`src/rtl/prog_loader_if.sv`:
```
// Byte-stream input and instruction-memory write port of the boot loader.
// Handshake: a byte transfers on a rising edge where byte_valid && byte_ready; the source may drop byte_valid at any time.
interface prog_loader_if;
    logic        byte_valid;
    logic [7:0]  byte_data;
    logic        byte_ready;
    logic        imem_we;
    logic [15:0] imem_addr;
    logic [15:0] imem_wdata;

    // master: stream source plus memory observer; slave: the loader itself
    modport master (
        output byte_valid, byte_data,
        input  byte_ready, imem_we, imem_addr, imem_wdata
    );
    modport slave (
        input  byte_valid, byte_data,
        output byte_ready, imem_we, imem_addr, imem_wdata
    );
endinterface

```
`src/rtl/prog_loader.sv`:
```
// Boot-time program loader: parses a length/data/checksum byte frame, writes 16-bit
// words into instruction memory and holds the CPU until a verified image is in place.
module prog_loader #(
    parameter logic [15:0] BASE_ADDR = 16'h0000,
    parameter int          MAX_WORDS = 1024
) (
    input  logic          clk,
    input  logic          rst_n,
    input  logic          start,
    prog_loader_if.slave  bus,
    output logic          cpu_hold,
    output logic          done,
    output logic          error,
    output logic [2:0]    o_dbg_state
);

    typedef enum logic [2:0] {
        S_IDLE    = 3'd0,
        S_LEN_HI  = 3'd1,
        S_LEN_LO  = 3'd2,
        S_DATA_HI = 3'd3,
        S_DATA_LO = 3'd4,
        S_CHECK   = 3'd5,
        S_DONE    = 3'd6,
        S_ERROR   = 3'd7
    } state_t;

    localparam logic [16:0] MAX_N = 17'(MAX_WORDS);

    state_t      r_state;
    state_t      w_next;
    logic [15:0] r_remain;
    logic [15:0] r_index;
    logic [7:0]  r_xor;
    logic [7:0]  r_hi;
    logic        r_we;
    logic [15:0] r_addr;
    logic [15:0] r_wdata;

    logic        w_ready;
    logic        w_accept;
    logic        w_restart;
    logic [15:0] w_len;

    assign w_ready   = (r_state == S_LEN_HI)  || (r_state == S_LEN_LO) ||
                       (r_state == S_DATA_HI) || (r_state == S_DATA_LO) ||
                       (r_state == S_CHECK);
    assign w_accept  = bus.byte_valid && w_ready;
    assign w_restart = start && ((r_state == S_IDLE) || (r_state == S_DONE) ||
                                 (r_state == S_ERROR));
    // Length high byte is parked in the same holding register used for data high bytes.
    assign w_len     = {r_hi, bus.byte_data};

    always_ff @(posedge clk or negedge rst_n) begin
        if (!rst_n) begin
            r_state <= S_IDLE;
        end else begin
            r_state <= w_next;
        end
    end

    always_comb begin
        w_next = r_state;
        unique case (r_state)
            S_IDLE: begin
                if (w_restart) w_next = S_LEN_HI;
            end
            S_LEN_HI: begin
                if (w_accept) w_next = S_LEN_LO;
            end
            S_LEN_LO: begin
                if (w_accept) begin
                    if ({1'b0, w_len} > MAX_N) w_next = S_ERROR;
                    else if (w_len == 16'd0)   w_next = S_CHECK;
                    else                       w_next = S_DATA_HI;
                end
            end
            S_DATA_HI: begin
                if (w_accept) w_next = S_DATA_LO;
            end
            S_DATA_LO: begin
                if (w_accept) w_next = (r_remain != 16'd1) ? S_DATA_HI : S_CHECK;
            end
            S_CHECK: begin
                if (w_accept) w_next = (r_xor == bus.byte_data) ? S_DONE : S_ERROR;
            end
            S_DONE, S_ERROR: begin
                if (w_restart) w_next = S_LEN_HI;
            end
            default: w_next = S_IDLE;
        endcase
    end

    always_ff @(posedge clk or negedge rst_n) begin
        if (!rst_n) begin
            r_remain <= 16'd0;
            r_index  <= 16'd0;
            r_xor    <= 8'd0;
            r_hi     <= 8'd0;
            r_we     <= 1'b0;
            r_addr   <= 16'd0;
            r_wdata  <= 16'd0;
        end else begin
            r_we <= 1'b0;
            if (w_restart) begin
                r_index  <= 16'd0;
                r_xor    <= 8'd0;
                r_remain <= 16'd0;
            end
            if (w_accept) begin
                // The checksum byte itself is compared, not folded in.
                if (r_state != S_CHECK) r_xor <= r_xor ^ bus.byte_data;
                unique case (r_state)
                    S_LEN_HI:  r_hi <= bus.byte_data;
                    S_LEN_LO:  r_remain <= w_len;
                    S_DATA_HI: r_hi <= bus.byte_data;
                    S_DATA_LO: begin
                        r_we     <= 1'b1;
                        r_addr   <= BASE_ADDR + r_index;
                        r_wdata  <= {r_hi, bus.byte_data};
                        r_index  <= r_index + 16'd1;
                        r_remain <= r_remain - 16'd1;
                    end
                    default: ;
                endcase
            end
        end
    end

    assign bus.byte_ready = w_ready;
    assign bus.imem_we    = r_we;
    assign bus.imem_addr  = r_addr;
    assign bus.imem_wdata = r_wdata;
    assign cpu_hold       = (r_state != S_DONE);
    assign done           = (r_state == S_DONE);
    assign error          = (r_state == S_ERROR);
    assign o_dbg_state    = r_state;

endmodule

```
`src/flat_wrapper.sv`:
```
// flat-port wrapper written by rule: the top's interface ports become plain ports
module prog_loader_flat 
#(
    parameter logic [15:0] BASE_ADDR = 16'h0000,
    parameter int          MAX_WORDS = 1024
)
  (clk, rst_n, start, cpu_hold, done, error, o_dbg_state, bus_byte_valid, bus_byte_data, bus_byte_ready, bus_imem_we, bus_imem_addr, bus_imem_wdata);
  prog_loader_if bus_i ();
  input  logic clk;
  input  logic rst_n;
  input  logic start;
  output logic cpu_hold;
  output logic done;
  output logic error;
  output logic [2:0] o_dbg_state;
  input wire logic [$bits(bus_i.byte_valid)-1:0] bus_byte_valid;
  input wire logic [$bits(bus_i.byte_data)-1:0] bus_byte_data;
  output wire logic [$bits(bus_i.byte_ready)-1:0] bus_byte_ready;
  output wire logic [$bits(bus_i.imem_we)-1:0] bus_imem_we;
  output wire logic [$bits(bus_i.imem_addr)-1:0] bus_imem_addr;
  output wire logic [$bits(bus_i.imem_wdata)-1:0] bus_imem_wdata;
  assign bus_i.byte_valid = bus_byte_valid;
  assign bus_i.byte_data = bus_byte_data;
  assign bus_byte_ready = bus_i.byte_ready;
  assign bus_imem_we = bus_i.imem_we;
  assign bus_imem_addr = bus_i.imem_addr;
  assign bus_imem_wdata = bus_i.imem_wdata;
  prog_loader #(.BASE_ADDR(BASE_ADDR), .MAX_WORDS(MAX_WORDS)) u_core (.clk(clk), .rst_n(rst_n), .start(start), .bus(bus_i), .cpu_hold(cpu_hold), .done(done), .error(error), .o_dbg_state(o_dbg_state));
endmodule
```
`config.mk`:
```
export PLATFORM = sky130hd
export DESIGN_NAME = prog_loader_flat
export DESIGN_NICKNAME = d
export VERILOG_FILES = /design/src/rtl/prog_loader_if.sv /design/src/rtl/prog_loader.sv /design/src/flat_wrapper.sv
export SDC_FILE = /design/constraint.sdc
export NUM_CORES = 1
export LEC_CHECK = 0
export ABC_AREA = 1
export ABC_CLOCK_PERIOD_IN_PS = 3100
export CAP_MARGIN = 20
export CORE_ASPECT_RATIO = 1.4
export CORE_MARGIN = 2
export CORE_UTILIZATION = 62
export CTS_BUF_LIST = sky130_fd_sc_hd__clkbuf_4
export DETAILED_ROUTE_END_ITERATION = 10
export PLACE_DENSITY_LB_ADDON = 0.1
export SLEW_MARGIN = 40
export SYNTH_ARGS = -nofsm -noshare
export SYNTH_HDL_FRONTEND = slang
export SYNTH_SLANG_ARGS = --single-unit
```
`constraint.sdc`:
```
create_clock -name clk -period 3.1 [get_ports clk]
set_input_delay 0.62 -clock clk [delete_from_list [all_inputs] [get_ports clk]]
set_output_delay 0.62 -clock clk [all_outputs]
set_load 0.01 [all_outputs]
```
### After elaboration in Yosys (flattened, before gate mapping)

Index checks and enable logic that the tools add are counted.

* multipliers: 0
* equal/unequal tests: 17
* bitwise operators: 1
* muxes and demuxes: 22
* $add $sub $neg: 2
* reduce and logical (&&, ||, !) cells: 15
* $lt $le $gt $ge: 1
* divide/modulo/power cells: 0
* shift-type cells: 0

Operators with widths (number)
* two-way mux 16 bit: 5
* one-hot mux 16 bit (2 select lines): 1
* two-way mux 3 bit: 9
* two-way mux 8 bit: 3
* one-hot mux 3 bit (6 select lines): 1
* adder 16 x 1 -> 16 bit, second input constant: 1
* > comparator 16 x 11 -> 1 bit, second input constant: 1
* zero test 16 bit: 1
* inequality test 16 x 1 -> 1 bit, second input constant: 1
* subtractor 16 x 1 -> 16 bit, second input constant: 1
* equality test 3 bit, second input constant: 4
* inequality test 2 x 1 -> 1 bit, second input constant: 6
* equality test 8 bit: 1
* XOR 8 bit: 1
* equality test 3 x 2 -> 1 bit, second input constant: 2
* logical OR 1 bit: 6
* inequality test 3 bit, second input constant: 2
* AND reduction 6 bit: 1
* AND reduction 2 bit: 2
* equality test 3 x 1 -> 1 bit, second input constant: 1
* zero test 3 bit: 1
* two-way mux 1 bit: 3
* OR reduction 3 bit: 1
* logical AND 1 bit: 2
* OR reduction 2 bit: 1

* bits in latches: 0
* ROM bits: 0
* output and inout port bits: 40
* input port bits: 12
* word-level logic and storage cells: 66
* register bits: 84
* memory bits (writable): 0
* memories kept: 0

### Depth between registers and ports, before layout

Gate-level depths: netlist of run 1.

* depth in word-level cells: 8
* depth in mapped cells: 11
* gate-level depth less buffers: 11

### Least setup slack after synthesis of run 1

Ideal clock, no wire load.

* path kind: register to register
* start: register u_core.r_index[0]
* end: register u_core.r_index[12]
* library setup time: 122 ps
* period minus slack after synthesis: 1528 ps
* path buffers: 0
* arrival: 1407 ps
* setup slack: 1572 ps
* required time: 2978 ps
* stages on the path, launching flop included: 9
* cells stage by stage: dfrtp_1 ha_1 nand2_1 nor3b_1 nand3_1 nor2_1 nand2_1 nand2_1 o21ai_1

* longest elaborated chain between the ends: 3

RTL lines
* start, declared: RTL line prog_loader.sv:33 `logic [15:0] r_index;`
* start signal, assigned: RTL line prog_loader.sv:121 `r_index <= r_index + 16'd1;`
* adder 16 x 1 -> 16 bit: RTL line prog_loader.sv:121
* two-way mux 16 bit: RTL line prog_loader.sv:113 `unique case (r_state)`
* two-way mux 16 bit: RTL line prog_loader.sv:110 `if (w_accept) begin`

No other way between the ends.
A chain may end at the register's enable or synchronous reset.

### Worst setup path in the final report of run 1

* start: register u_core.r_state[2] (netlist: u_core.o_dbg_state[2])
* end: output port done

* longest elaborated chain between the ends: 1

RTL lines
* start, declared: RTL line prog_loader.sv:30 `state_t r_state;`
* start signal, assigned: RTL line prog_loader.sv:58 `r_state <= w_next;`
* equality test 3 bit: RTL line prog_loader.sv:135 `assign done = (r_state == S_DONE);`
* end, declared: RTL line flat_wrapper.sv:13 `output logic done;`

No other way between the ends.

==> results of run 1 <==
==> critical path, cell delays in order, from the launching register on <==
cell and delay, ps:
dfrtp_1 500, nand2_1 140, nor2_1 150, clkdlybuf4s50_1 560
==> cell type report <==
class                   instances  area, sq um
clock buffers                  10         75.1
clock inverters                 6         31.3
fillers                       504         1530
inverters                      47          176
multi-input cells             359         1680
flip-flops and latches         84         2100
well taps                      72         90.1
repair buffers                 56          562
==> layer usage <==
layer | share of wire (%) | vias up
li1 | - | 1744
met3 | 4.7 | 29
met4 | 2.9 | 0
met2 | 54 | 122
met5 | 0 | -
met1 | 39 | 1702
==> state kept, by name, summed over array words and instances, names as in the netlist <==
| signal | flops |
|---|---|
| u_core.bus.imem_we | 1 |
| u_core.o_dbg_state | 3 |
| u_core.r_remain | 16 |
| u_core.bus.imem_wdata | 16 |
| u_core.bus.imem_addr | 16 |
| u_core.r_index | 16 |
| u_core.r_hi | 8 |
| u_core.r_xor | 8 |
==> Yosys cell counts, types with 4 or more instances <==
library cell,n,area share [%]
buf_4,4,0.74
clkbuf_1,4,0.37
inv_1,45,4.2
xnor2_1,7,1.5
xor2_1,4,0.87
nand2_1,151,14
o21ai_0,47,5.8
buf_2,7,0.87
o221ai_1,6,1.3
a21oi_1,12,1.5
nor3_1,7,0.87
nand3_1,41,5.1
o21ai_1,6,0.74
nand4_1,5,0.77
dfrtp_1,84,52
nor2_1,53,4.9
==> worst min path at each step <==
stage | from | to | cells after the start
global placement | u_core.r_index[13]$_DFF_PN0_ | u_core.r_index[13]$_DFF_PN0_ | 1
global route | rst_n | u_core.bus.imem_addr[13]$_DFFE_PN0P_ | 1
detailed placement | u_core.bus.imem_addr[15]$_DFFE_PN0P_ | u_core.bus.imem_addr[15]$_DFFE_PN0P_ | 2
CTS | rst_n | u_core.bus.imem_addr[13]$_DFFE_PN0P_ | 1
floorplan | rst_n | u_core.bus.imem_addr[0]$_DFFE_PN0P_ | 0
finish | rst_n | u_core.bus.imem_addr[13]$_DFFE_PN0P_ | 1
==> kinds of logic after synthesis <==
logic type | share of synthesized area, %
adders and majority gates | 0.929
buffers and inverters | 6.35
xor gates and xnor gates | 2.39
DFF | 52.0
AOI/OAI and AO/OA | 10.6
and+or+nand+nor | 27.7
==> placed cells by master, fill, tap and decap left out, drive strengths merged, types with 8 or more instances in the layout <==
master / count
nand2: 152
nand3: 42
inv: 47
clkdlybuf4s50: 50
nor2: 53
a21oi: 12
nor3: 8
clkbuf: 10
dfrtp: 84
o21ai: 54
==> power by group through the flow <==
stage                     logic [mW]  clock network [mW]  registers [mW]
after global routing            1.95               0.581            1.75
after CTS                       1.74               0.546            1.70
after global placement          1.67                   0            1.71
final                           1.74               0.535            1.71
after detailed placement        1.72                   0            1.72
after floorplan                 1.03                   0            1.72
==> summary.md, run 1 <==
| Metric | Value |
|---|---|
| Status | `finished clean` |
| Ys Warns | `0` |
| Synth unique cells | `31` |
| DRT Pass-1 Iters | `5` |
| RR Endpoint | `u_core.r_remain[15]$_DFF_PN0_` |
| # diodes | `0` |
| Sw frac | `42.2%` |
| FF-to-FF path depth | `7` |
| Fmax | `417 MHz` |
| Drt via density | `about 5.7` |
| Net switching power | `~1.7 mW` |
| Cells after DPL | `around 620` |
| Rel. slew slack | `60.9%` |
| Synth Net Count | `520` |
| Post-Place Worst Slack | `448 ps` |
| Leakage | `about 2.2 nW` |
| Clock power frac | `13.4%` |
| Ys async rst share | `100%` |
| Num rows | `34` |
| IO Pins | `52` |
| Internal power | `about 2.3 mW` |
| CP Capture Point | `done` |
| DIE WIDTH | `around 72 um` |
| #FFs+latches synth | `84` |
| CP max FO | `7` |
| Dpl cell area | `4590 sq um` |
| Vias in the first global route | `~3500` |
| Largest net degree at the start of global routing | `85` |
| Final hold vios | `0` |
| Tot Pwr | `3.98 mW` |
| Post-CTS Setup Bufs | `0` |
| Layout overhead on the synthesized area | `16.9%` |
| CP endpoint kind | `output port` |
| RSZ-0062 raised after global routing | `false` |
| Worst setup SP type | `flip-flop` |
| Die footprint | `about 7200 sq um` |
| Post-Layout Cell Count | `around 630` |
| Clock buffer depth | `2` |
| Sequential share of the synthesized area | `~52%` |
| GRT met1 Usage | `a little under a third` |
| Worst hold path type | `input port to asynchronous set/reset pin` |
| Synth Cell Area | `around 4000 sq um` |
| Worst VDD drop | `578 uV` |
| Share of cells above drive strength 1 | `4.98%` |
| Core Area | `between 6000 and 7000 sq um` |
| Root buffer cell | `clkbuf_4` |
| Initial core utilization | `between 60% and 70%` |
| Aggregate global routing overflow | `0` |
| Number of synthesized flops with an enable pin | `0` |
| Fin util | `75.5%` |
| GP Congestion | `roughly 0.96` |
| CTS HTree Levels | `3` |
| Hold_ws | `around 80 ps` |
| Worst skew pair latency | `between 400 and 500 ps` |
| Tcrit/Tclk final | `between 70% and 80%` |
| Die height | `99.5 um` |
| Clk pin slew, worst setup/hold paths | `~130 ps` |
| Critical path data arrival time | `between 1500 and 2000 ps` |
| Syn Inst Count | `a little over 500` |
| Final worst slack | `a little over 700 ps` |
| Clk_skew | `roughly 13 ps` |
| DRT antenna net count | `0` |
| CP Launch Point | `u_core.o_dbg_state[2]$_DFFE_PN0P_` |
| Clk sinks | `84` |
| First-pass GRT wire length | `15600 um` |
| Overall Global Routing Usage | `28.0%` |
| Setup violators final | `0` |
| Met2 GRT Util | `roughly 49%` |
| Sequential power share | `a little over two fifths` |
| WL final | `between 9000 and 10000 um` |
| # nets final | `572` |
| Mean Syn Cell Area | `8.00 sq um` |
| Port Buffers | `51` |
| Fin crit period | `around 2400 ps` |
| Most Crowded Layer GR | `met2` |
| Worst-Margin Slew | `about 580 ps` |
| Required time of the critical path | `around 2500 ps` |
| Setup TNS | `0 ps` |
| Power Density | `~840 nW/um^2` |
| Kind of critical path | `flip-flop to output port` |
| Primary FF master, synth | `dfrtp_1` |
| Resized Gates After CTS | `0` |
| Post-route cell area | `~4700 sq um` |
| CTS Buf Count | `9` |
| Antenna violations before repair | `0` |
| RR Startpoint | `u_core.o_dbg_state[1]$_DFFE_PN0P_` |
| Starting DRT DRC Count | `~240` |
| Post-route DRC | `0` |
| CTS tree | `yes` |
| MaxCap Viol Count | `0` |
| M3 GR Usage | `under 10%` |
| Routed vias | `3597` |
| Final Max Slew Viols | `0` |
| R2R setup slack | `~1100 ps` |
| Per-cell routed wire length | `around 15 um` |
| Detailed Place HPWL | `roughly 6600 um` |
| Cts hold-fix bufs | `0` |
| Gate power share | `43.7%` |
Note: power is estimated with default switching activity, not from simulation.
==> inputs of run 2 (changes only) <==
--- a/config.mk
+++ b/config.mk
@@ -6,11 +6,11 @@
 export NUM_CORES = 1
 export LEC_CHECK = 0
 export ABC_AREA = 1
-export ABC_CLOCK_PERIOD_IN_PS = 3100
+export ABC_CLOCK_PERIOD_IN_PS = 2300
 export CAP_MARGIN = 20
 export CORE_ASPECT_RATIO = 1.4
 export CORE_MARGIN = 2
-export CORE_UTILIZATION = 62
+export CORE_UTILIZATION = 57
 export CTS_BUF_LIST = sky130_fd_sc_hd__clkbuf_4
 export DETAILED_ROUTE_END_ITERATION = 10
 export PLACE_DENSITY_LB_ADDON = 0.1
==> constraint.sdc (replaced) <==
create_clock -name clk -period 2.3 [get_ports clk]
set_input_delay 0.46 -clock clk [delete_from_list [all_inputs] [get_ports clk]]
set_output_delay 0.46 -clock clk [all_outputs]
set_load 0.01 [all_outputs]
==> summary.md, run 2 (synthesized netlist as in run 1, its figures left out) <==
| Metric | Value |
|---|---|
| Largest net degree at the start of global routing | `47 (-45%)` |
| Starting DRT DRC Count | `210 (-12%)` |
| First-pass GRT wire length | `15600 um (+0.40%)` |
| WL final | `9360 um (+0.44%)` |
| CTS tree | `yes` |
| CP Cell Sequence | `nand2_1, nand2_2, inv_1, clkdlybuf4s50_1` |
| CP max FO | `7 (unchanged)` |
| Core Area | `6940 sq um (+11%)` |
| Worst-Margin Slew | `538 ps (-46.0 ps)` |
| Die footprint | `7780 sq um (+8.3%)` |
| DRT antenna net count | `0 (unchanged)` |
| Net switching power | `2.22 mW (+32%)` |
| Power Density | `1130 nW/um^2 (+35%)` |
| GP Congestion | `0.888 (-7.2%)` |
| Post-route cell area | `4810 sq um (+2.0%)` |
| Post-CTS Setup Bufs | `0 (unchanged)` |
| Worst setup SP type | `flip-flop` |
| IO Pins | `52 (unchanged)` |
| Commonest non-fill, non-tap cell in the layout | `nand2_1` |
| Tcrit/Tclk final | `between 90% and 100%` |
| Vias in the first global route | `3357 (-4.7%)` |
| CP endpoint kind | `output port` |
| Num rows | `36 (+5.9%)` |
| CTS Buf Count | `9 (unchanged)` |
| # nets final | `577 (+0.87%)` |
| Drt via density | `5.29 (-6.7%)` |
| Aggregate global routing overflow | `0 (unchanged)` |
| Layout overhead on the synthesized area | `19.1%` |
| Sw frac | `40.7% (-1.5 points)` |
| Required time of the critical path | `1840 ps (-640 ps)` |
| Setup violators final | `0 (unchanged)` |
| Initial core utilization | `58.2% (-6.4 points)` |
| Port Buffers | `51 (unchanged)` |
| Clk sinks | `84 (unchanged)` |
| Internal power | `3.24 mW (+41%)` |
| Rel. slew slack | `64.1% (+3.1 points)` |
| Clk_skew | `10.0 ps (-3.01 ps)` |
| RSZ-0062 raised after global routing | `false` |
| Post-route DRC | `0 (unchanged)` |
| Gate power share | `43.1% (-0.6 points)` |
| Overall Global Routing Usage | `26.1% (-1.8 points)` |
| Worst VDD drop | `670 uV (+16%)` |
| Setup TNS | `0 ps (unchanged)` |
| Per-cell routed wire length | `14.2 um (-3.5%)` |
| Kind of critical path | `flip-flop to output port` |
| Clock buffer depth | `2 (unchanged)` |
| Status | `finished clean` |
| # diodes | `0 (unchanged)` |
| Leakage | `2.28 nW (+1.5%)` |
| CP max-delay cell | `clkdlybuf4s50_1` |
| Antenna violations before repair | `0 (unchanged)` |
| Final hold vios | `0 (unchanged)` |
| Die height | `104 um (+4.1%)` |
| Critical path data arrival time | `1710 ps (-70 ps)` |
| CTS HTree Levels | `3 (unchanged)` |
| Dpl cell area | `4680 sq um (+1.9%)` |
| Clk pin slew, worst setup/hold paths | `120 ps (about the same)` |
| DIE WIDTH | `75.1 um (+4.1%)` |
| Clock power frac | `14.7% (+1.3 points)` |
| MaxCap Viol Count | `0 (unchanged)` |
| Root buffer cell | `clkbuf_4` |
| Most frequent cells in the layout | `nand2_1 (150), dfrtp_1 (81), nor2_1 (53)` |
| Final Max Slew Viols | `0 (unchanged)` |
| Fmax | `462 MHz` |
| Detailed Place HPWL | `6880 um (+3.6%)` |
| Share of cells above drive strength 1 | `6.02% (+1.0 points)` |
| Worst hold path type | `flip-flop to flip-flop` |
| CP peak stage delay | `520 ps (-40 ps)` |
| Sequential power share | `42.2% (-0.7 points)` |
| DRT Pass-1 Iters | `4 (-1)` |
| Routed vias | `3494 (-2.9%)` |
| Worst skew pair latency | `440 ps (about the same)` |
| Fin crit period | `approximately 2200 ps` |
==> run 2: worst max-delay path, delay by kind of cell (launching register included) <==
kind,cells,cell delay (ps)
buf+inv,2,580
flops,1,470
simple gates,2,230
==> run 2: worst paths after layout <==
check                           cells past startpoint                         startpoint                                end  slack, ps
worst max-delay path                                4  u_core.o_dbg_state[1]$_DFFE_PN0P_                     bus_byte_ready        130
worst min-delay path                                1       u_core.r_index[13]$_DFF_PN0_       u_core.r_index[13]$_DFF_PN0_        460
worst max register to register                      8        u_core.r_index[0]$_DFF_PN0_       u_core.r_index[12]$_DFF_PN0_        380
worst min register to register                      1       u_core.r_index[13]$_DFF_PN0_       u_core.r_index[13]$_DFF_PN0_        460
max in group asynchronous                           3                              rst_n  u_core.o_dbg_state[1]$_DFFE_PN0P_       1150
min in group asynchronous                           2                              rst_n       u_core.r_index[15]$_DFF_PN0_        520
==> run 2: cell type report <==
class                      instances  area, sq um
clock buffer                      10         75.1
clock inverter                     4         42.5
fill                             612         2120
inverter                          47          176
multi-input combinational        359         1680
sequential                        84         2110
tap                               95          119
timing repair buffer              61          611
==> run 2: routing by layer <==
| layer | global-route usage, % | vias to the layer above | share of wire, % |
|---|---|---|---|
| li1 | - | 1750 | - |
| met1 | 33.1 | 1643 | 42 |
| met2 | 43.2 | 80 | 52 |
| met3 | 4.38 | 21 | 2.9 |
| met4 | 11.2 | 0 | 2.9 |
| met5 | 0 | - | 0 |
==> run 2: timing repair <==
| action | 4_1_cts | 5_1_grt |
|---|---|---|
| endpoints found under the setup margin | 0 | 3 |
| resized for setup | 0 | 3 |
| hold endpoints to repair | 38 | 0 |
| hold buffers | 1 | 0 |
==> run 2: power by group through the flow <==
stage	sequential (mW)	combinational (mW)	clock (mW)
6_report	2.31	2.35	0.803
5_1_grt	2.36	2.66	0.877
4_1_cts	2.29	2.36	0.817
3_5_place_dp	2.32	2.35	0
3_3_place_gp	2.30	2.31	0
2_1_floorplan	2.32	1.39	0
==> run 2: metrics by stage <==
stage	hold slack, ps	instances	power (mW)	setup WS, ps	util, %
floorplan	164	505	3.71	772	-
global placement	438	645	4.62	125	67.5
detailed placement	442	645	4.68	114	67.5
CTS	462	660	5.47	63.9	69.3
global route	482	660	5.90	35.4	69.4
finish	459	660	5.46	133	69.4
